**config.mk**
```make
export PLATFORM = sky130hd
export DESIGN_NAME = reaction_datapath
export DESIGN_NICKNAME = d
export VERILOG_FILES = /design/src/rtl/reaction_datapath_pkg.sv /design/src/rtl/reaction_datapath_lfsr16.sv /design/src/rtl/reaction_datapath.sv
export SDC_FILE = /design/constraint.sdc
export NUM_CORES = 1
export LEC_CHECK = 0
export ABC_AREA = 1
export BUFFER_PORTS_ARGS = -buffer_cell sky130_fd_sc_hd__buf_4
export CORE_MARGIN = 1.5
export CORE_UTILIZATION = 65
export CTS_CLUSTER_DIAMETER = 40
export DETAILED_ROUTE_END_ITERATION = 10
export GPL_TIMING_DRIVEN = 0
export HOLD_SLACK_MARGIN = 0.12
export PLACE_DENSITY = 0.93
export SLEW_MARGIN = 10
export SYNTH_ARGS = -nofsm -noshare
export SYNTH_HDL_FRONTEND = slang
export SYNTH_HIERARCHICAL = 1
export SYNTH_SLANG_ARGS = --single-unit
```
**constraint.sdc**
```tcl
create_clock -name clock -period 3.2 [get_ports clock]
set_input_delay 0 -clock clock [delete_from_list [all_inputs] [get_ports clock]]
set_output_delay 0 -clock clock [all_outputs]
set_load 0.005 [all_outputs]
```
**src/rtl/reaction_datapath_pkg.sv**
```systemverilog
// Shared definitions for the reaction timer: control-word bit positions,
// the packed view of the control word, the control FSM state encoding and
// the control word each FSM state drives. The control FSM and the datapath
// both import this package so the bit map lives in exactly one place.
package reaction_datapath_pkg;

    localparam int CTL_W          = 7;
    localparam int CTL_CLR_RT     = 0;
    localparam int CTL_RT_EN      = 1;
    localparam int CTL_LED_OFF    = 2;
    localparam int CTL_LOAD_DELAY = 3;
    localparam int CTL_DELAY_EN   = 4;
    localparam int CTL_LED_ON     = 5;
    localparam int CTL_STORE      = 6;

    // Field order is MSB first so a cast of the raw word lines up with the
    // bit indices above.
    typedef struct packed {
        logic store;
        logic led_on;
        logic delay_en;
        logic load_delay;
        logic led_off;
        logic rt_en;
        logic clr_rt;
    } ctl_t;

    typedef enum logic [2:0] {
        ST_IDLE,
        ST_ARM,
        ST_WAIT,
        ST_EARLY,
        ST_REACT,
        ST_STORE
    } fsm_state_t;

    // Control words driven by the Moore FSM in each state.
    localparam logic [CTL_W-1:0] CW_IDLE  = 7'b0000100; // LED off, everything idle
    localparam logic [CTL_W-1:0] CW_ARM   = 7'b0001101; // clear rt, LED off, load delay
    localparam logic [CTL_W-1:0] CW_WAIT  = 7'b0010000; // count the start delay down
    localparam logic [CTL_W-1:0] CW_EARLY = 7'b0000000; // early press: freeze everything
    localparam logic [CTL_W-1:0] CW_REACT = 7'b0100010; // LED on, count reaction time
    localparam logic [CTL_W-1:0] CW_STORE = 7'b1000000; // latch result / best score

    function automatic logic [CTL_W-1:0] fsm_controls(input fsm_state_t s);
        case (s)
            ST_IDLE:  return CW_IDLE;
            ST_ARM:   return CW_ARM;
            ST_WAIT:  return CW_WAIT;
            ST_EARLY: return CW_EARLY;
            ST_REACT: return CW_REACT;
            ST_STORE: return CW_STORE;
            default:  return CW_IDLE;
        endcase
    endfunction

endpackage

```
**src/rtl/reaction_datapath_lfsr16.sv**
```systemverilog
// 16-bit Fibonacci LFSR (taps 16,14,13,11), stepping every clock cycle.
// Seeded with 16'hACE1 on reset, so the all-zero lock-up state is never
// reached.
// Ports:
//   clock  in   system clock, rising edge
//   reset  in   asynchronous, active-high
//   q      out  current LFSR state
module lfsr16 (
    input  logic        clock,
    input  logic        reset,
    output logic [15:0] q
);

    logic feedback;

    assign feedback = q[15] ^ q[13] ^ q[12] ^ q[10];

    always_ff @(posedge clock or posedge reset) begin
        if (reset) begin
            q <= 16'hACE1;
        end else begin
            q <= {q[14:0], feedback};
        end
    end

endmodule

```
**src/rtl/reaction_datapath.sv**
```systemverilog
// Datapath/timer half of the reaction timer. Decodes the 7-bit control word
// from the control FSM, produces the pseudo-random start delay and returns
// timer_trigger, counts the reaction time in ms, latches the last result,
// tracks the best score and drives the LED and the display value.
// Ports:
//   clock            in   system clock, rising edge
//   reset            in   asynchronous, active-high
//   module_controls  in   FSM control word (see reaction_datapath_pkg)
//   show_best        in   1: display best score, 0: display last result
//   timer_trigger    out  high once the armed start delay has expired
//   led              out  stimulus LED
//   disp_ms          out  display value in binary ms
//   best_valid       out  at least one result stored since reset
//   new_best         out  last store improved the best score
module reaction_datapath
    import reaction_datapath_pkg::*;
#(
    parameter int CLK_HZ       = 50_000_000,
    parameter int MIN_DELAY_MS = 1000,
    parameter int RAND_BITS    = 12,
    parameter int RT_MAX       = 9999
) (
    input  logic        clock,
    input  logic        reset,
    input  logic [6:0]  module_controls,
    input  logic        show_best,
    output logic        timer_trigger,
    output logic        led,
    output logic [13:0] disp_ms,
    output logic        best_valid,
    output logic        new_best
);

    localparam int TICK_DIV = CLK_HZ / 1000;
    localparam int PRE_W    = (TICK_DIV > 1) ? $clog2(TICK_DIV) : 1;

    localparam logic [PRE_W-1:0] PRE_LAST  = PRE_W'(TICK_DIV - 1);
    localparam logic [12:0]      MIN_DELAY = 13'(MIN_DELAY_MS);
    localparam logic [13:0]      RT_LIMIT  = 14'(RT_MAX);

    ctl_t             ctl;
    logic [15:0]      lfsr_q;
    logic [PRE_W-1:0] prescaler;
    logic             count_en;
    logic             tick;
    logic [12:0]      delay_cnt;
    logic [12:0]      delay_load;
    logic             armed;
    logic [13:0]      rt;
    logic [13:0]      result;
    logic [13:0]      best;
    logic             store_prev;
    logic             store_pulse;

    function automatic logic [13:0] sat_inc(input logic [13:0] v);
        return (v >= RT_LIMIT) ? RT_LIMIT : v + 14'd1;
    endfunction

    assign ctl = ctl_t'(module_controls);

    lfsr16 u_lfsr (
        .clock (clock),
        .reset (reset),
        .q     (lfsr_q)
    );

    generate
        if (RAND_BITS < 16) begin : g_lfsr_spare
            logic unused_lfsr_bits;
            assign unused_lfsr_bits = ^lfsr_q[15:RAND_BITS];
        end
    endgenerate

    assign delay_load = MIN_DELAY + 13'(lfsr_q[RAND_BITS-1:0]);

    // The ms prescaler only runs while one of the timers is enabled, so an
    // early-stop freeze (delay_en dropped) postpones the countdown by exactly
    // the number of frozen cycles instead of losing partial ticks.
    assign count_en = ctl.delay_en | ctl.rt_en;
    assign tick     = count_en && (prescaler == PRE_LAST);

    always_ff @(posedge clock or posedge reset) begin
        if (reset) begin
            prescaler <= '0;
        end else if (ctl.load_delay) begin
            prescaler <= '0;
        end else if (count_en) begin
            prescaler <= tick ? '0 : prescaler + 1'b1;
        end
    end

    // Start delay: trigger is registered off the current count, so it rises
    // one cycle after the tick that brings the counter to zero.
    always_ff @(posedge clock or posedge reset) begin
        if (reset) begin
            delay_cnt     <= '0;
            armed         <= 1'b0;
            timer_trigger <= 1'b0;
        end else if (ctl.load_delay) begin
            delay_cnt     <= delay_load;
            armed         <= 1'b1;
            timer_trigger <= 1'b0;
        end else begin
            if (ctl.delay_en && tick && (delay_cnt != 13'd0)) begin
                delay_cnt <= delay_cnt - 13'd1;
            end
            if (armed && (delay_cnt == 13'd0)) begin
                timer_trigger <= 1'b1;
            end
        end
    end

    always_ff @(posedge clock or posedge reset) begin
        if (reset) begin
            rt <= '0;
        end else if (ctl.clr_rt) begin
            rt <= '0;
        end else if (ctl.rt_en && tick) begin
            rt <= sat_inc(rt);
        end
    end

    always_ff @(posedge clock or posedge reset) begin
        if (reset) begin
            led <= 1'b0;
        end else if (ctl.led_off) begin
            led <= 1'b0;
        end else if (ctl.led_on) begin
            led <= 1'b1;
        end
    end

    // Only the first cycle of a held store updates the scores.
    assign store_pulse = ctl.store & ~store_prev;

    always_ff @(posedge clock or posedge reset) begin
        if (reset) begin
            store_prev <= 1'b0;
            result     <= '0;
            best       <= '0;
            best_valid <= 1'b0;
            new_best   <= 1'b0;
        end else begin
            store_prev <= ctl.store;
            if (store_pulse) begin
                result <= rt;
                if (!best_valid || (rt < best)) begin
                    best       <= rt;
                    best_valid <= 1'b1;
                    new_best   <= 1'b1;
                end else begin
                    new_best   <= 1'b0;
                end
            end
        end
    end

    assign disp_ms = show_best ? best : result;

endmodule

```
==> reports/results.ini <==
[die]
num_rows = 32
core_area_sq_um = 7850
die_area_sq_um = 8770
start_util_pct = 68.1
die_h_microns = 93.7
die_w_microns = 93.7
ios = 28

[worst_setup_path]
path_common_cell = nand2_1
crit_required_ps = 3450
critPathTopFamily = simple AND/OR/NAND/NOR gates
path_class = reg2reg
path_max_fanout = 10
reg2regPathDepth = 12
cp-start-kind = flop
path_depth = 12
worstPathCellList = ha_1 -> nand2_1 -> nor2_1 -> nand2_1 -> nand3_1 -> nor2_1 -> nand2_1 -> nand2_2 -> nand2_4 -> buf_6 -> nand2_1 -> nand2_1
cp.arrival_ps = 2280
cp.buffers_inverters = 1
end_kind = flop
slowest_delay_ps = 480
critPathSlowestCell = dfrtp_1

[final_layout]
seqCellArea_sq_um = 2340
fill_cells = 536
area_delta_synth_final_pct = 11.7
final_nets = 798
layout-drive-gt1-share_pct = 12.4
multi_input_area_sq_um = 2510
layout_common_cells = 215 x nand2_1, 93 x inv_1, 85 x dfrtp_1
final_common_cell = nand2_1
antenna_cells = 0

[sta]
worstMarginPinSlew_ps = 699
fin_skew_ps = 11.8
finalMaxSlewViolations = 0
rsz0062_at_grt = false
slew_headroom_pct = 53.2
finalSetupTns_ps = 0
fmax_mhz = 491
setup_viol = 0
fin_crit_sh_pct = 63.6
finalCriticalPeriod_ps = 2040
hold_viol = 0

[synthesis]
synth.avg_cell_area_sq_um = 7.37
synth_nets = 753
yosysSeqAreaShare_pct = 43.7
ys_types = 31
ys_ff_latch = 93
synth_area_sq_um = 5340
netlist_instances = 725
ys.warnings.count = 6

[clock_network]
post_cts_resized = 0
cts.clk_slew.worst_paths_ps = 100
post_cts_buffers = 0
htree_levels = 3
clk_latency_ps = 360
cts.hold.buffers_added = 8
cts_made_buffers = 9
cts_root_buffer = clkbuf_8
cts.sinks = 93
clockBufferDepth = 2
cts_tree = done

[global_routing]
antenna_found_initial = 0
grt_max_degree = 55
overflow = 0
grt_use_total_pct = 30.7
grt_pass1_wl_microns = 21400
grt_pass1_vias = 4887

[drt]
vias_per_cell = 5.82
drtPass1Iterations = 7
routed_wl_microns = 12800
antenna_left = 0
drc = 0
avgRoutedWirePerCell_microns = 14.6
route.vias.total = 5105
drtIter0Drc = 467

[job]
maxCapViolations = 0

[worst_hold_path]
hp-class = in2async

[pwr]
powerDensity_nw_per_um2 = 407
p_total_mw = 2.43
peakVddDrop_mv = 0.261
p_leak_nw = 2.92

[place]
routabilityCongestion = 0.963
io_buffers = 25
dp_hpwl_microns = 9050

[run_status]
status = completed

==> path summary, 6_finish.rpt <==
| check | start | slack [ps] | endpoint |
|---|---|---|---|
| max reg2reg | rt[11] | 1160 | best[11] |
| min | reset | 160 | result[2] |
| max in group asynchronous | reset | 2470 | rt[10] |
| min in group clock | module_controls[6] | 310 | store_prev |
| min reg2reg | u_lfsr/q[14] | 360 | u_lfsr/q[15] |
| max | rt[11] | 1160 | best[11] |
==> flip-flops by register name, indices dropped and copies added (netlist names) <==
| register | count |
|---|---|
| armed | 1 |
| best | 14 |
| best_valid | 1 |
| delay_cnt | 13 |
| led | 1 |
| new_best | 1 |
| prescaler | 16 |
| result | 14 |
| rt | 14 |
| store_prev | 1 |
| timer_trigger | 1 |
| u_lfsr/q | 16 |
==> where the power goes <==
part / total [mW] / switching [mW] / internal [mW] / leakage [nW]
sequential: 1.25 / 0.0374 / 1.21 / 1.23
clock: 0.804 / 0.434 / 0.370 / 0.0939
combinational: 0.372 / 0.240 / 0.131 / 1.59
total: 2.43 / 0.712 / 1.72 / 2.92
==> worst register-to-register path, cell delays in order (launching register included) <==
cell	delay, ps
dfrtp_1	480
ha_1	350
nand2_1	70
nor2_1	50
nand2_1	90
nand3_1	110
nor2_1	120
nand2_1	80
nand2_2	140
nand2_4	90
buf_6	180
nand2_1	90
nand2_1	80
==> layer usage <==
metal | part of all wire, % | vias up | wire length [microns] | global-route usage (%)
met5 | 0 | - | 0 | 0
met4 | 3.0 | 0 | 386 | 13.8
met3 | 6.3 | 54 | 807 | 6.63
met2 | 50 | 255 | 6370 | 52.2
met1 | 41 | 2414 | 5250 | 37.4
li1 | - | 2382 | - | -
==> Yosys cell counts (all sizes together) <==
cell    count  area [sq um]
a21oi      14          70.1
xor2       11          96.3
inv        99           372
o22ai       1          6.26
nand4      10          62.6
nand2     223           877
dfstp       8           210
nand3      74           380
dfrtp      85          2130
nor4        1          6.26
buf        13          93.8
or2         3          18.8
a21boi      1          11.3
nor3b       1          7.51
nor2       81           362
ha         18           225
nor3        7          40.0
o21ai      61           305
clkbuf      8          30.0
a31oi       4          25.0
xnor2       2          17.5
==> layout make-up <==
type	count	area share, %
timing repair buffer	34	4.95
inverter	99	6.27
sequential	93	39.2
clock buffer	10	2.14
clock inverter	6	1.19
multi-input combinational	512	42.1
buffer	21	2.08
tap	102	2.14
==> per-stage QoR <==
step	util, %	instances	hold WS [ps]	setup slack (ps)	cell area, sq um
6_report	76.1	877	159	1160	5970
5_1_grt	76.1	877	179	1080	5970
4_1_cts	76.1	877	160	1190	5970
3_5_place_dp	72.5	853	0.386	1300	5690
3_3_place_gp	72.1	852	81.6	321	5660
2_1_floorplan	-	725	-92.0	1230	5340
==> logic make-up after synthesis <==
kind of cell / share of synthesized area (%)
buf+inv: 9.27
compound gates: 7.82
simple gates: 32.8
xor+xnor: 2.13
flops: 43.7
fa+ha+maj: 4.21
(Power assumes the default switching activity.)
